--- config.mk ---
export PLATFORM = sky130hd
export DESIGN_NAME = multi_counter_status_q
export DESIGN_NICKNAME = d
export VERILOG_FILES = /design/src/rtl/multi_counter_pkg.sv /design/src/rtl/multi_counter_status_fifo.sv /design/src/rtl/multi_counter_status_q.sv
export SDC_FILE = /design/constraint.sdc
export NUM_CORES = 1
export LEC_CHECK = 0
export BUFFER_PORTS_ARGS = -buffer_cell sky130_fd_sc_hd__buf_2
export CORE_MARGIN = 5
export CORE_UTILIZATION = 60
export CTS_BUF_LIST = sky130_fd_sc_hd__clkbuf_4 sky130_fd_sc_hd__clkbuf_8
export DETAILED_ROUTE_END_ITERATION = 7
export PLACE_DENSITY = 0.79
export SLEW_MARGIN = 20
export SYNTH_ARGS = -nofsm -noshare
export SYNTH_HDL_FRONTEND = slang
export SYNTH_HIERARCHICAL = 1
export SYNTH_SLANG_ARGS = --single-unit
--- constraint.sdc ---
create_clock -name clk -period 7.46 [get_ports clk]
set_clock_uncertainty 0.2 [all_clocks]
set_input_delay 1.119 -clock clk [delete_from_list [all_inputs] [get_ports clk]]
set_output_delay 1.119 -clock clk [all_outputs]
set_load 0.02 [all_outputs]
--- src/rtl/multi_counter_pkg.sv ---
// Shared definitions for the multi_counter status path: default widths and the
// field order of a buffered query result.
package multi_counter_pkg;

  localparam int CNTRS_N_DEF = 256;
  localparam int CNTRS_W_DEF = 32;
  localparam int SEQ_W_DEF   = 8;

  // Entry layout MSB-first; users re-declare it at their own parameterised widths.
  typedef struct packed {
    logic [$clog2(CNTRS_N_DEF)-1:0] id;
    logic [CNTRS_W_DEF-1:0]         dat;
    logic [SEQ_W_DEF-1:0]           seq;
  } status_ent_t;

endpackage

--- src/rtl/multi_counter_status_fifo.sv ---
// Circular FIFO of status entries; head is presented straight from storage so a
// write is visible at the output on the following cycle.
module multi_counter_status_fifo #(
  parameter int DEPTH = 8,
  parameter int ENT_W = 48
) (
  input  logic                       clk,
  input  logic                       rst,
  input  logic                       wr_en,
  input  logic                       rd_en,
  input  logic [ENT_W-1:0]           wr_ent,
  output logic [ENT_W-1:0]           head,
  output logic                       head_vld,
  output logic [$clog2(DEPTH+1)-1:0] occ
);

  localparam int PTR_W = $clog2(DEPTH);
  localparam int OCC_W = $clog2(DEPTH+1);

  logic [ENT_W-1:0] mem [DEPTH];
  logic [PTR_W-1:0] wr_ptr;
  logic [PTR_W-1:0] rd_ptr;

  always_ff @(posedge clk or negedge rst) begin
    if (!rst) begin
      wr_ptr <= '0;
      rd_ptr <= '0;
      occ    <= '0;
    end else begin
      if (wr_en) wr_ptr <= wr_ptr + PTR_W'(1);
      if (rd_en) rd_ptr <= rd_ptr + PTR_W'(1);
      case ({wr_en, rd_en})
        2'b10:   occ <= occ + OCC_W'(1);
        2'b01:   occ <= occ - OCC_W'(1);
        default: occ <= occ;
      endcase
    end
  end

  // Storage carries data only; validity is tracked by occ, so no reset here.
  always_ff @(posedge clk) begin
    if (wr_en) mem[wr_ptr] <= wr_ent;
  end

  assign head_vld = (occ != '0);
  assign head     = head_vld ? mem[rd_ptr] : '0;

endmodule

--- src/rtl/multi_counter_status_q.sv ---
// Buffers multi_counter query results and issues query credits so that no
// result is lost despite the counter having no backpressure.
module multi_counter_status_q
  import multi_counter_pkg::*;
#(
  parameter int CNTRS_N    = CNTRS_N_DEF,
  parameter int CNTRS_W    = CNTRS_W_DEF,
  parameter int CNTRS_ID_W = $clog2(CNTRS_N),
  parameter int DEPTH      = 8,
  parameter int SEQ_W      = SEQ_W_DEF
) (
  input  logic                       clk,
  input  logic                       rst,
  input  logic                       cmd_qry_issue,
  output logic                       cmd_qry_ok,
  input  logic                       status_pass_r,
  input  logic                       status_qry_r,
  input  logic [CNTRS_ID_W-1:0]      status_id_r,
  input  logic [CNTRS_W-1:0]         status_dat_r,
  output logic                       out_vld,
  input  logic                       out_rdy,
  output logic [CNTRS_ID_W-1:0]      out_id,
  output logic [CNTRS_W-1:0]         out_dat,
  output logic [SEQ_W-1:0]           out_seq,
  output logic [$clog2(DEPTH+1)-1:0] occ,
  output logic                       ovf_err,
  output logic                       proto_err
);

  localparam int OCC_W = $clog2(DEPTH+1);

  typedef struct packed {
    logic [CNTRS_ID_W-1:0] id;
    logic [CNTRS_W-1:0]    dat;
    logic [SEQ_W-1:0]      seq;
  } ent_t;

  ent_t             wr_ent;
  ent_t             head;
  logic             push, pop, full, accept, drop, inc;
  logic [SEQ_W-1:0] seq;
  logic [OCC_W-1:0] inflight;
  logic [OCC_W:0]   credit_sum;

  assign push   = status_pass_r & status_qry_r;
  assign pop    = out_vld & out_rdy;
  assign full   = (occ == OCC_W'(DEPTH));
  assign accept = push & (~full | pop);
  assign drop   = push & full & ~pop;

  // Credits cover both queued and still-in-flight results.
  assign credit_sum = {1'b0, occ} + {1'b0, inflight};
  assign cmd_qry_ok = credit_sum < (OCC_W+1)'(DEPTH);
  assign inc        = cmd_qry_issue & cmd_qry_ok;

  assign wr_ent = '{id: status_id_r, dat: status_dat_r, seq: seq};

  always_ff @(posedge clk or negedge rst) begin
    if (!rst) begin
      seq       <= '0;
      inflight  <= '0;
      ovf_err   <= 1'b0;
      proto_err <= 1'b0;
    end else begin
      if (accept) seq <= seq + SEQ_W'(1);
      if (inc && !push)                          inflight <= inflight + OCC_W'(1);
      else if (!inc && push && inflight != '0)   inflight <= inflight - OCC_W'(1);
      if (drop) ovf_err <= 1'b1;
      // A result nobody asked for, or a query beyond the credit window.
      if ((push && inflight == '0) || (cmd_qry_issue && !cmd_qry_ok)) proto_err <= 1'b1;
    end
  end

  multi_counter_status_fifo #(
    .DEPTH (DEPTH),
    .ENT_W ($bits(ent_t))
  ) u_fifo (
    .clk      (clk),
    .rst      (rst),
    .wr_en    (accept),
    .rd_en    (pop),
    .wr_ent   (wr_ent),
    .head     (head),
    .head_vld (out_vld),
    .occ      (occ)
  );

  assign out_id  = head.id;
  assign out_dat = head.dat;
  assign out_seq = head.seq;

endmodule

==> summary.md <==
The run finished with clean final reports. The tools report the post-synth design cell area as 15900 um2. In this run the remaining antenna-violating nets after routing total 0. Summed over all nets, the switching power comes to 0.00226 W.

The post-layout net count came out at 928. The final setup TNS came out at 0 ns. The setup path with the least slack is of type flop to output pin. The sequential area share after synthesis was 76.2%; the path depth of the worst reg2reg path was 8. For this run, design rule violations remaining after detail routing come to 0.

CTS built an H-tree with a depth of 2. The area growth from synthesis to final layout came out at 13.1%. For this run, the slowest stage of the critical path takes 0.92 ns.

The logic depth of the worst path, buffers included was 5. The critical path startpoint category is a flop. In the synthesized netlist the async set-or-reset flop fraction comes to 5.88%. The worst-case IR drop observed on VDD is 342 uV. In the routed layout, each cell is associated on average with a via count of 5.98.

For this run, the detailed router's first-pass iteration total came to 4. After clock tree synthesis, the clock-pin slew on the worst setup and hold paths is 0.06 ns. Counting flops and latches in the post-synthesis netlist gives 408.

Setup violations remaining at the end of the flow were counted as 0. The run gives 536 as the violation count after the first detailed-route iteration. STA classifies the critical path endpoint as an output pin. Normalized max-slew margin: 29.0%. The layout cell share with drive strength beyond 1 came out at 36.1%.

The switching power as a share of total power is 32.5%, and the overall routed net length is 29.4 mm. The logs give 30.6% for the relative contribution of combinational cells to total power and 0 for the number of buffers added for setup after CTS. Internal power comes to 0.00470 W. Count of buffering cells on the critical path with inverters included: 2.

The family with the most delay on the worst path is flip-flops. The final count of pins violating max slew came out at 0. The number of nets handed over by synthesis was 785. The number of stages on the worst hold path is 1. Based on the critical path, the design can be clocked at up to 0.217 GHz. The total congestion overflow after global routing was 0.

Registers are responsible for 44.7% of the overall power. The library cell used as clock root buffer was sky130_fd_sc_hd__clkbuf_8. TritonCTS built the clock tree. The floorplan step set the die height to 173 um. The clock passes through at most 3 buffers.

In this run, post-CTS repair resized a total of 0 instances. Dividing the synthesized area by the synthesized cell count gives 21.9 um2. The worst path needs 4.60 ns of the cycle, external delays included. Worst hold-check path type: flop to flop. Counting flops with a built-in enable in the synthesized netlist gives 384.

The slowest cell on the critical path is sky130_fd_sc_hd__dfrtp_4. In this run, distinct cell masters in the synthesized netlist total 43. The via count of the first global-routing pass was 8036. For this design the top-level I/O count stands at 102. Entering global routing, the biggest net connects 58 pins. The clock net in this run drives a total of 408 sinks. The logs give 3 for the initial antenna violation count and 0 for the final count of hold timing violations.

The finished cells cover 18000 um2. Setup repair after global routing left no endpoint under its margin. The signal on the critical path passes through buf_4 > mux4_2 > mux2i_1 > nor2_1 > buf_2. Flip-flop cell with the highest count after synthesis: sky130_fd_sc_hd__edfxtp_1. From left edge to right edge, the die measures 173 um.

The run gives 29900 um2 as the area enclosed by the die boundary. The floorplan row count was 59; the routed length per instance was 23.5 um. The clock reaches the later pin of the worst-skew pair after 0.58 ns. The tool flagged a number of max-cap violations equal to 0. Detailed placement finished with a half-perimeter wire length of 16.7 mm. The pin slew with the least headroom to its limit was 1.07 ns; the power consumption was 0.00696 W. Summed over all cells, the static leakage comes to 6.17 nW. In this run the power density over the cells is 387 nW/um2. In this run the standard cell core region covers 26100 um2. The count of input and output buffers is 101, and the initial cell density of the core is 61.1%. The tools report the number of buffers created by CTS as 59. The tools report the weighted congestion reported at the end of routability-driven placement as 0.783. The first global-routing pass estimated 46.1 mm of wire. Detailed routing inserted a total of 7484 vias. STA puts the critical path data required time at 6.14 ns. Per report_power, the clock group accounts for 24.7% of the total. Along the worst path, the maximum fanout reaches 38. Buffers inserted to repair hold after CTS numbered 0. The gate count after technology mapping came out at 727. The global-route total usage across every layer is 19.7%. The worst path uses 61.7% of the clock period. For the worst setup path, the data arrival time is 3.28 ns.

The total number of yosys warnings was 6. The run gives 16800 um2 as the instance area at placement.
-- through the flow --
step / setup WS (ns) / cells / util (%) / hold WS (ns)
3_5_place_dp: 3.35 / 1144 / 64.6 / 0.254
5_1_grt: 2.57 / 1251 / 69.1 / 0.318
3_3_place_gp: 3.40 / 1144 / 64.6 / 0.244
4_1_cts: 2.73 / 1250 / 69.1 / 0.269
2_1_floorplan: 1.62 / 727 / - / 0.279
6_report: 2.86 / 1251 / 69.1 / 0.274
-- cell usage in the layout, fill, tap and decap left out, drive strengths merged, types with 4 or more instances in the layout --
cell type and count:
a21oi 4, buf 115, clkbuf 77, clkinv 24, dfrtp 24, edfxtp 384, ha 11, inv 6
mux2 5, mux2i 49, mux4 96, nand2 8, nand3 4, nor2 56, xnor2 10, xor2 9
-- cell usage after synthesis (2+ instances only) --
| cell | n | share of area (%) |
|---|---|---|
| sky130_fd_sc_hd__mux2i_1 | 48 | 3.0 |
| sky130_fd_sc_hd__nand2b_1 | 3 | 0.12 |
| sky130_fd_sc_hd__nand2_1 | 7 | 0.17 |
| sky130_fd_sc_hd__nand4_1 | 2 | 0.079 |
| sky130_fd_sc_hd__a31oi_1 | 2 | 0.079 |
| sky130_fd_sc_hd__nand3_1 | 4 | 0.13 |
| sky130_fd_sc_hd__buf_2 | 15 | 0.47 |
| sky130_fd_sc_hd__ha_1 | 11 | 0.86 |
| sky130_fd_sc_hd__edfxtp_1 | 384 | 72 |
| sky130_fd_sc_hd__clkbuf_1 | 13 | 0.31 |
| sky130_fd_sc_hd__xnor2_1 | 10 | 0.55 |
| sky130_fd_sc_hd__nor2b_1 | 3 | 0.12 |
| sky130_fd_sc_hd__nor3_1 | 2 | 0.063 |
| sky130_fd_sc_hd__mux2_2 | 3 | 0.21 |
| sky130_fd_sc_hd__nor2_1 | 56 | 1.3 |
| sky130_fd_sc_hd__buf_8 | 4 | 0.38 |
| sky130_fd_sc_hd__a21oi_1 | 3 | 0.094 |
| sky130_fd_sc_hd__dfrtp_1 | 24 | 3.8 |
| sky130_fd_sc_hd__inv_1 | 4 | 0.094 |
| sky130_fd_sc_hd__xor2_1 | 9 | 0.50 |
| sky130_fd_sc_hd__o21ai_1 | 3 | 0.094 |
| sky130_fd_sc_hd__mux4_2 | 96 | 14 |
-- worst paths after layout --
check                                 start                to  slack (ns)
max                        u_fifo/rd_ptr[0]       out_dat[21]        2.86
max in group asynchronous               rst  u_fifo/rd_ptr[2]        6.32
min reg2reg                         ovf_err           ovf_err        0.27
min in group asynchronous               rst  u_fifo/wr_ptr[2]        0.32
max reg2reg                   u_fifo/occ[2]  u_fifo/mem[3][6]        3.70
min                                 ovf_err           ovf_err        0.27
-- power by group through the flow --
stage	combinational, W	clock [W]	sequential [W]
3_3_place_gp	0.00210	0	0.00313
6_report	0.00213	0.00172	0.00311
5_1_grt	0.00230	0.00188	0.00315
4_1_cts	0.00217	0.00176	0.00312
3_5_place_dp	0.00216	0	0.00316
2_1_floorplan	0.00174	0	0.00295
-- layout make-up --
| class | instances | area, um2 |
|---|---|---|
| diodes | 1 | 2.50 |
| clock inverters | 29 | 211 |
| repair buffers | 115 | 611 |
| well taps | 335 | 419 |
| inverters | 5 | 22.5 |
| flip-flops and latches | 408 | 12100 |
| clock buffers | 77 | 960 |
| multi-input cells | 281 | 3630 |
| fillers | 1579 | 8060 |
-- cells by family (layout without fill, tap and decap cells) --
group           after synthesis  in the layout  share of synthesized area [%]
buf+inv                      38            226                           1.37
mux                         150            150                           17.1
flops                       408            408                           76.2
xor+xnor                     19             19                           1.05
compound gates               15             15                          0.810
other cells                   0              1                              0
simple gates                 85             85                           2.51
fa+ha+maj                    12             12                          0.990
-- metal layers --
| layer | track usage (%) | routed length, um |
|---|---|---|
| met1 | 27.4 | 12000 |
| met2 | 33.1 | 15300 |
| met3 | 4.06 | 1750 |
| met4 | 4.19 | 240 |
| met5 | 0 | 31 |
-- state kept, by name (all words and copies together), names as in the netlist --
name,cells
u_fifo/mem,384
ovf_err,1
u_fifo/occ,4
proto_err,1
u_fifo/rd_ptr,3
inflight,4
seq,8
u_fifo/wr_ptr,3
(Power assumes the default switching activity.)
